$ cat src/rtl/mem_bus_arbiter.sv
`default_nettype none
// ============================================================================
// mem_bus_arbiter : two-master round-robin arbiter onto one AXI4-lite slave,
//                   one transaction in flight, watchdog-fabricated responses.
// Revision 1.0
// ============================================================================
module mem_bus_arbiter #(
  parameter int unsigned TIMEOUT  = 64,
  parameter logic [31:0] ERR_DATA = 32'hDEADBEEF
) (
  input  logic        clock,
  input  logic        reset,

  input  logic [1:0]  m_ARvalid,
  input  logic [63:0] m_ARdata,
  input  logic [5:0]  m_arprot,
  output logic [1:0]  m_ARready,
  output logic [1:0]  m_Rvalid,
  input  logic [1:0]  m_RReady,
  output logic [31:0] m_Rdata,
  input  logic [1:0]  m_AWvalid,
  input  logic [63:0] m_AWdata,
  input  logic [5:0]  m_awprot,
  output logic [1:0]  m_AWready,
  input  logic [1:0]  m_Wvalid,
  input  logic [63:0] m_Wdata,
  input  logic [7:0]  m_Wstrb,
  output logic [1:0]  m_Wready,
  output logic [1:0]  m_Bvalid,
  input  logic [1:0]  m_Bready,

  output logic        s_ARvalid,
  output logic [31:0] s_ARdata,
  output logic [2:0]  s_arprot,
  input  logic        s_ARready,
  input  logic        s_Rvalid,
  input  logic [31:0] s_Rdata,
  output logic        s_RReady,
  output logic        s_AWvalid,
  output logic [31:0] s_AWdata,
  output logic [2:0]  s_awprot,
  input  logic        s_AWready,
  output logic        s_Wvalid,
  output logic [31:0] s_Wdata,
  output logic [3:0]  s_Wstrb,
  input  logic        s_Wready,
  input  logic        s_Bvalid,
  output logic        s_Bready,

  output logic [1:0]  grant,
  output logic        busy,
  output logic        timeout_err
);

  localparam int unsigned     c_wcnt_w  = (TIMEOUT > 1) ? $clog2(TIMEOUT) : 1;
  localparam logic [c_wcnt_w-1:0] c_wd_last = c_wcnt_w'(TIMEOUT - 1);

  typedef enum logic [1:0] {
    S_IDLE = 2'd0,
    S_RD   = 2'd1,
    S_WR   = 2'd2,
    S_TOUT = 2'd3
  } state_e;

  state_e                state_q;
  logic                  owner_q;
  logic                  last_q;
  logic                  ar_done_q;
  logic                  aw_done_q;
  logic                  w_done_q;
  logic                  tout_rd_q;
  logic [c_wcnt_w-1:0]   wcnt_q;
  logic [1:0]            grant_q;
  logic                  busy_q;

  logic [1:0] w_rd_req;
  logic [1:0] w_wr_req;
  logic [1:0] w_req;
  logic       w_win;
  logic       w_sel;
  logic       w_in_rd;
  logic       w_in_wr;
  logic       w_in_tout;
  logic       w_b_ok;
  logic       w_ar_hs;
  logic       w_aw_hs;
  logic       w_w_hs;
  logic       w_rd_cpl;
  logic       w_wr_cpl;
  logic       w_wd_hit;
  logic       w_tout_cpl;

  assign w_rd_req = m_ARvalid;
  assign w_wr_req = m_AWvalid | m_Wvalid;
  assign w_req    = w_rd_req | w_wr_req;

  // On a tie the master that did not win last time goes next.
  assign w_win = (w_req == 2'b11) ? ~last_q : w_req[1];

  assign w_sel     = owner_q;
  assign w_in_rd   = (state_q == S_RD);
  assign w_in_wr   = (state_q == S_WR);
  assign w_in_tout = (state_q == S_TOUT);
  assign w_b_ok    = aw_done_q & w_done_q;

  assign w_ar_hs  = w_in_rd & m_ARvalid[w_sel] & ~ar_done_q & s_ARready;
  assign w_aw_hs  = w_in_wr & m_AWvalid[w_sel] & ~aw_done_q & s_AWready;
  assign w_w_hs   = w_in_wr & m_Wvalid[w_sel]  & ~w_done_q  & s_Wready;
  assign w_rd_cpl = w_in_rd & s_Rvalid & m_RReady[w_sel];
  assign w_wr_cpl = w_in_wr & w_b_ok & s_Bvalid & m_Bready[w_sel];

  // A genuine completion in the last allowed cycle beats the watchdog.
  assign w_wd_hit = (TIMEOUT != 0) && (wcnt_q == c_wd_last) &&
                    (w_in_rd || w_in_wr) && !w_rd_cpl && !w_wr_cpl;

  assign w_tout_cpl = w_in_tout & (tout_rd_q ? m_RReady[w_sel] : m_Bready[w_sel]);

  assign s_ARvalid = w_in_rd & m_ARvalid[w_sel] & ~ar_done_q;
  assign s_ARdata  = w_sel ? m_ARdata[63:32] : m_ARdata[31:0];
  assign s_arprot  = w_sel ? m_arprot[5:3]   : m_arprot[2:0];
  assign s_RReady  = w_in_rd & m_RReady[w_sel];

  assign s_AWvalid = w_in_wr & m_AWvalid[w_sel] & ~aw_done_q;
  assign s_AWdata  = w_sel ? m_AWdata[63:32] : m_AWdata[31:0];
  assign s_awprot  = w_sel ? m_awprot[5:3]   : m_awprot[2:0];
  assign s_Wvalid  = w_in_wr & m_Wvalid[w_sel] & ~w_done_q;
  assign s_Wdata   = w_sel ? m_Wdata[63:32]  : m_Wdata[31:0];
  assign s_Wstrb   = w_sel ? m_Wstrb[7:4]    : m_Wstrb[3:0];
  assign s_Bready  = w_in_wr & w_b_ok & m_Bready[w_sel];

  assign m_Rdata     = w_in_tout ? ERR_DATA : s_Rdata;
  assign grant       = grant_q;
  assign busy        = busy_q;
  assign timeout_err = w_wd_hit;

  always_comb begin
    m_ARready = 2'b00;
    m_Rvalid  = 2'b00;
    m_AWready = 2'b00;
    m_Wready  = 2'b00;
    m_Bvalid  = 2'b00;
    m_ARready[w_sel] = w_in_rd & s_ARready & ~ar_done_q;
    m_Rvalid[w_sel]  = (w_in_rd & s_Rvalid) | (w_in_tout & tout_rd_q);
    m_AWready[w_sel] = w_in_wr & s_AWready & ~aw_done_q;
    m_Wready[w_sel]  = w_in_wr & s_Wready & ~w_done_q;
    m_Bvalid[w_sel]  = (w_in_wr & w_b_ok & s_Bvalid) | (w_in_tout & ~tout_rd_q);
  end

  always_ff @(posedge clock or posedge reset) begin
    if (reset) begin
      state_q   <= S_IDLE;
      owner_q   <= 1'b0;
      last_q    <= 1'b1;
      ar_done_q <= 1'b0;
      aw_done_q <= 1'b0;
      w_done_q  <= 1'b0;
      tout_rd_q <= 1'b0;
      wcnt_q    <= '0;
      grant_q   <= 2'b00;
      busy_q    <= 1'b0;
    end else begin
      case (state_q)
        S_IDLE: begin
          if (|w_req) begin
            owner_q   <= w_win;
            last_q    <= w_win;
            ar_done_q <= 1'b0;
            aw_done_q <= 1'b0;
            w_done_q  <= 1'b0;
            wcnt_q    <= '0;
            grant_q   <= w_win ? 2'b10 : 2'b01;
            busy_q    <= 1'b1;
            state_q   <= w_wr_req[w_win] ? S_WR : S_RD;
          end
        end
        S_RD: begin
          wcnt_q <= wcnt_q + 1'b1;
          if (w_ar_hs) ar_done_q <= 1'b1;
          if (w_rd_cpl) begin
            state_q <= S_IDLE;
            grant_q <= 2'b00;
            busy_q  <= 1'b0;
          end else if (w_wd_hit) begin
            state_q   <= S_TOUT;
            tout_rd_q <= 1'b1;
          end
        end
        S_WR: begin
          wcnt_q <= wcnt_q + 1'b1;
          if (w_aw_hs) aw_done_q <= 1'b1;
          if (w_w_hs)  w_done_q  <= 1'b1;
          if (w_wr_cpl) begin
            state_q <= S_IDLE;
            grant_q <= 2'b00;
            busy_q  <= 1'b0;
          end else if (w_wd_hit) begin
            state_q   <= S_TOUT;
            tout_rd_q <= 1'b0;
          end
        end
        S_TOUT: begin
          if (w_tout_cpl) begin
            state_q <= S_IDLE;
            grant_q <= 2'b00;
            busy_q  <= 1'b0;
          end
        end
        default: state_q <= S_IDLE;
      endcase
    end
  end

endmodule
`default_nettype wire
$ cat config.mk
export PLATFORM = sky130hd
export DESIGN_NAME = mem_bus_arbiter
export DESIGN_NICKNAME = d
export VERILOG_FILES = /design/src/rtl/mem_bus_arbiter.sv
export SDC_FILE = /design/constraint.sdc
export NUM_CORES = 1
export LEC_CHECK = 0
export ABC_AREA = 1
export CAP_MARGIN = 0
export CORE_AREA = 3 3 161 163
export CTS_CLUSTER_DIAMETER = 80
export DETAILED_ROUTE_END_ITERATION = 6
export DIE_AREA = 0 0 164 166
export GPL_TIMING_DRIVEN = 0
export PLACE_DENSITY = 0.49
export SLEW_MARGIN = 15
export SYNTH_ARGS = -nofsm -noshare
export SYNTH_HDL_FRONTEND = slang
export SYNTH_SLANG_ARGS = --single-unit
$ cat constraint.sdc
create_clock -name clock -period 2.7 [get_ports clock]
set_input_delay 0.81 -clock clock [delete_from_list [all_inputs] [get_ports clock]]
set_output_delay 0.81 -clock clock [all_outputs]
set_load 0.02 [all_outputs]
-- After elaboration in Yosys (flattened, before gate mapping)
Cells that the tools add are included.
- multiplexer cells: 54
- order comparisons: 3
- add/subtract/negate cells: 1
- reductions and logical operators: 22
- eq/ne operators: 16
- bitwise gates (word level): 40
- operators by type and width (operator ; count):
    2-to-1 mux 32 bit ; 4
    2-to-1 mux 1 bit ; 27
    AND 1 bit ; 26
    2-to-1 mux 2 bit ; 10
    case mux 2 bit (4 select lines) ; 2
    inequality test 2 x 1 -> 1 bit (second input constant) ; 6
    case mux 6 bit (2 select lines) ; 1
    AND 2 bit ; 5
    inequality test 2 bit (second input constant) ; 5
    AND reduction 3 bit ; 3
    case mux 1 bit (2 select lines) ; 4
    nonzero test 2 bit ; 4
    adder 6 x 1 -> 6 bit (second input constant) ; 1
    == test 2 bit (second input constant) ; 3
    == test 6 bit (second input constant) ; 1
    2-to-1 mux 3 bit ; 2
    2-to-1 mux 6 bit ; 1
    AND reduction 2 bit ; 3
    NOT 1 bit ; 5
    AND reduction 5 bit ; 1
    logical AND 1 bit ; 4
    < comparator 1 x 2 -> 1 bit (second input constant) ; 2
    2-to-1 mux 4 bit ; 1
    OR 2 bit ; 2
    other kinds (10) ; 13
- bits in registers: 17
- input bits: 261

-- Depth between registers and ports, before layout
- depth after elaboration: 9
- mapped depth: 11
- depth with buffers taken out: 11

-- Worst setup path before layout
No wires, ideal clock.
- path type: register -> output
- from: reg state_q[1]
- to: out m_ARready[0]
- data required time: 1890 ps
- stages on the path, launching flop included: 5
- buffers on the path: 0
- path slack: 410 ps
- data arrival time: 1480 ps
- path through: dfrtp_1 inv_1 ha_1 inv_1 nor4_1
- longest elaborated chain between the ends: 4
- RTL lines (what ; RTL line ; RTL):
    from (decl) ; 65 ; state_e state_q;
    from (signal assigned) ; 173 ; state_q <= w_wr_req[w_win] ? S_WR : S_RD;
    == test 2 x 1 -> 1 bit ; 101 ; assign w_in_rd = (state_q == S_RD);
    via w_in_rd ; 81 ; logic w_in_rd;
    AND 1 bit (2 in a row) ; 142 ; m_ARready[w_sel] = w_in_rd & s_ARready & ~ar_done_q;
    AND 2 bit (no source line) ; -- ;
    to (decl) ; 17 ; output logic [1:0] m_ARready,
The timed path passes the listed nets, and every way through them passes these cells.

-- Worst setup path in the final report
- from: in s_Rdata[25]
- to: out m_Rdata[25]
- longest elaborated chain between the ends: 1
- RTL lines (what ; RTL line ; RTL):
    from (decl) ; 37 ; input logic [31:0] s_Rdata,
    2-to-1 mux 32 bit ; 131 ; assign m_Rdata = w_in_tout ? ERR_DATA : s_Rdata;
    to (decl) ; 20 ; output logic [31:0] m_Rdata,
No other way between the ends.

==> metrics.md <==
| Metric | Value |
|---|---|
| Summed instance area of the synthesized netlist | roughly 2800 µm² |
| Num CTS Buffers | 3 |
| Syn. warnings | 0 |
| Launch point of the worst path | s_Rdata[25] |
| Mean area per synthesized cell | roughly 5 µm² |
| Area of combinational cells with multiple inputs | between 2000 and 2500 µm² |
| Internal power summed over all cells | 2.54 mW |
| Die Height | around 170 µm |
| Bufs on Longest Clock Path | 2 |
| Routed length per placed instance | 16.9 µm |
| Initial antenna violation count | 0 |
| Total grt overflow | 0 |
| Fraction of final layout cells with drive strength greater than 1 | 0.124 |
| CTS HTree Levels | 1 |
| Worst setup slack before clock tree synthesis | -0.745 ns |
| Share of total power in the clock network | 0.050 |
| Top cell family by delay on the critical path | buffers and inverters |
| Final Util | 0.301 |
| Signed area change from the synthesized netlist to the final layout | 165% |
| Capturing point of the worst reg2reg path | state_q[1] |
| Total number of vias | ~5000 |
| Cell depth of the worst hold path | 2 |
| Highest metal layer with signal wires | met4 |
| Share of the cycle needed by the critical path after routing | 0.987 |
| Top register by number of flip-flops | wcnt_q |
| # Max-Cap Violations | 0 |
| CORE AREA | 24500 µm² |
| Pre-antenna DRT Iters | 4 |
| Fill count | about 2800 |
| Time the worst path needs with I/O delays and setup | approximately 2.7 ns |
| Data arrival time at the worst-slack endpoint | between 1.5 and 2 ns |
| Synthesized Nets | approximately 830 |
| Max Fanout on Critical Path | 1 |
| Number of I/O port buffers | 417 |
| Cell area after layout | 7370 µm² |
| Worst clock skew on the final layout | approximately 0.0056 ns |
| Critical path, cell by cell | clkdlybuf4s50_1, or2_2, dlygate4sd2_1 |
| Area used by sequential logic in the layout | approximately 430 µm² |
| Setup repair after global routing missed its margin | yes |
| Count of cells along the worst register-to-register path | 11 |
| Number of top-level pins | around 420 |
| Switching share of total power | 0.580 |
| Slew at the pin closest to its max-slew limit | 0.692 ns |
| X dimension of the die | between 150 and 200 µm |
| Required @ worst endpoint | about 1.9 ns |
| Number of routed nets with antenna violations | 0 |
| Achievable Freq | about 380 MHz |
| Clock root buffer | sky130_fd_sc_hd__clkbuf_16 |
| Number of global-route vias before repair | ~5000 |
| Worst relative slew slack | 0.538 |
| Buffers and inverters on the worst path | 2 |
| Tightest hold margin | 0.472 ns |
| Final layout net count | 1255 |
| Largest stage delay on the critical path | ~0.44 ns |
| CTS sink count | 17 |
| Vias per inst | between 3 and 4 |
| Gpl congestion | ~0.85 |
| HPWL after detailed placement | roughly 19 mm |
| Leakage power of the design | 3.77 nW |
| CP max-delay cell | sky130_fd_sc_hd__clkdlybuf4s50_1 |
| Wire length of the first global-routing pass | approximately 31 mm |
| Distinct cell type count of the synthesized netlist | 32 |
| Die area | between 20000 and 30000 µm² |
| Reg-to-reg setup timing slack | 0.83 ns |
| Classification of the worst-slack hold path | reg -> reg |
| Power Density | a little over 800 nW/µm² |
| Switching power total | ~3.5 mW |
| Synthesis-stage register bit count | 17 |
| Length of routed wiring on met1 | between 8 and 9 mm |
| Sequential cell area fraction in the yosys report | 0.153 |
| Endpoints failing hold | 0 |
| Worst voltage drop across the vdd grid | between 0.2 and 0.3 mV |
| Seq pwr share | 0.074 |
| Setup-failing EPs final | 0 |
| Outcome | completed |
| Largest net degree at the start of global routing | 18 |
| Tot GR Track Use | 0.150 |
| Clock Latency Late Sink | between 0.2 and 0.3 ns |
| PnR Total Power | 6.05 mW |
| Kind of start point of the critical path | primary input |
| Amount of wire on met2 after detailed routing | 11.3 mm |
| Final max-slew violation count | 0 |
| Gate Count Post-Synth | 566 |
| Startpoint of the lowest-slack hold path | last_q |
| Largest register FFs | 6 |
| Clk pin slew, worst setup/hold paths | approximately 0.050 ns |
| Placement row count | 57 |
| Critical path endpoint category | primary output |
| Setup Crit Path Kind | in -> out |
| CTS tree | yes |
| Remaining routing DRC violations | 0 |
| Startpoint of the lowest-slack register-to-register path | state_q[1] |
| Initial Util | 0.114 |
| Worst min-delay path endpoint | last_q |
| Total wire length after detailed routing | 22.1 mm |
| Post-Place Cell Area | about 7400 µm² |
| Detail Route met3 WL | approximately 2.2 mm |
| Hold-fix buffers, CTS | 0 |
| Combinational fraction of design power | 0.876 |
| Setup slack of the critical path after layout | about 0.036 ns |
| Antenna diode instance count | 0 |
| Number of DRC violations after detailed-routing iteration 0 | ~220 |
synthesized netlist by cell type, drive strengths merged:
cell     number  area share
dfrtp        16        0.14
o31ai         2      0.0054
nand3b        1      0.0027
nand2       370        0.50
nand4         4      0.0090
a2111oi       1      0.0054
xnor2         1      0.0031
xor2          1      0.0031
a21oi         3      0.0054
nor2         34       0.052
o21ai        15       0.030
clkbuf        9       0.012
buf          20       0.038
dfstp         1      0.0094
a22oi         1      0.0027
ha            6       0.027
nor4          2      0.0045
or2          26       0.058
inv          36       0.049
nor3          2      0.0054
and2          2      0.0045
nand3        13       0.027
metrics by stage:
stage / setup TNS [ns] / instances
floorplan: 0 / 566
global placement: -55.20 / 1307
detailed placement: -57.04 / 1307
CTS: -0.0723 / 1311
global route: -0.0364 / 1311
finish: 0 / 1311
layer usage:
metal | track usage | up-vias
li1 | - | 2540
met3 | 0.0432 | 9
met2 | 0.288 | 278
met5 | 0 | -
met4 | 0.0158 | 0
met1 | 0.168 | 2099
logic make-up (layout without fill, tap and decap cells):
kind of cell / count (synthesis) / in the layout / share of synthesized area
and+or+nand+nor: 454 / 454 / 0.666
xor gates and xnor gates: 2 / 2 / 0.00629
DFF: 17 / 17 / 0.153
AOI/OAI and AO/OA: 22 / 22 / 0.0485
buffers and inverters: 65 / 486 / 0.0989
adders and majority gates: 6 / 6 / 0.0270
worst max-delay path by stage:
| stage | slack, ns | cells after the start | endpoint |
|---|---|---|---|
| after floorplan | 0.41 | 4 | m_ARready[0] |
| after global placement | -0.73 | 6 | s_Wdata[13] |
| after detailed placement | -0.75 | 6 | s_Wdata[13] |
| after CTS | -0.07 | 6 | m_Bvalid[0] |
| after global routing | -0.03 | 7 | timeout_err |
| final | 0.04 | 3 | m_Rdata[25] |
power groups by stage:
| stage | combinational (mW) | clock [mW] | sequential [mW] |
|---|---|---|---|
| finish | 5.30 | 0.300 | 0.450 |
| detailed placement | 5.82 | 0 | 0.439 |
| global route | 5.77 | 0.323 | 0.468 |
| CTS | 5.43 | 0.308 | 0.444 |
| floorplan | 2.85 | 0 | 0.438 |
| global placement | 5.84 | 0 | 0.441 |
area by class of cell:
type                       count  share of cell area
buffer                        28              0.0275
clock buffer                   3              0.0102
clock inverter                 1            0.000679
inverter                      36              0.0187
multi-input combinational    484               0.289
sequential                    17              0.0581
tap                          324              0.0550
timing repair buffer         418               0.540
tightest hold or removal path: cells and delay by family, from the launching register on:
family           cells  cell delay [ns]
DFF                  1             0.36
and+or+nand+nor      2             0.11
placed cells by master, fill, tap and decap left out, types with 5 or more instances in the layout:
| cell | synthesis | routed |
|---|---|---|
| sky130_fd_sc_hd__o21ai_1 | 8 | 8 |
| sky130_fd_sc_hd__dfrtp_1 | 16 | 15 |
| sky130_fd_sc_hd__or2_2 | 24 | 24 |
| sky130_fd_sc_hd__o21ai_0 | 5 | 5 |
| sky130_fd_sc_hd__buf_4 | 0 | 19 |
| sky130_fd_sc_hd__nand2_1 | 366 | 366 |
| sky130_fd_sc_hd__dlygate4sd2_1 | 0 | 109 |
| sky130_fd_sc_hd__clkdlybuf4s15_1 | 0 | 8 |
| sky130_fd_sc_hd__clkbuf_2 | 0 | 12 |
| sky130_fd_sc_hd__clkdlybuf4s15_2 | 0 | 18 |
| sky130_fd_sc_hd__nor2_1 | 31 | 29 |
| sky130_fd_sc_hd__inv_1 | 32 | 31 |
| sky130_fd_sc_hd__nand3_1 | 11 | 11 |
| sky130_fd_sc_hd__buf_2 | 19 | 11 |
| sky130_fd_sc_hd__clkdlybuf4s50_1 | 0 | 261 |
repair_timing:
item	CTS	global route
buffers inserted	1	0
resized for setup	267	37
hold endpoints to repair	0	0
cloned	0	0
pin swaps	2	3
setup endpoints to repair	154	28
No activity file was read; power rests on OpenSTA's default activity.
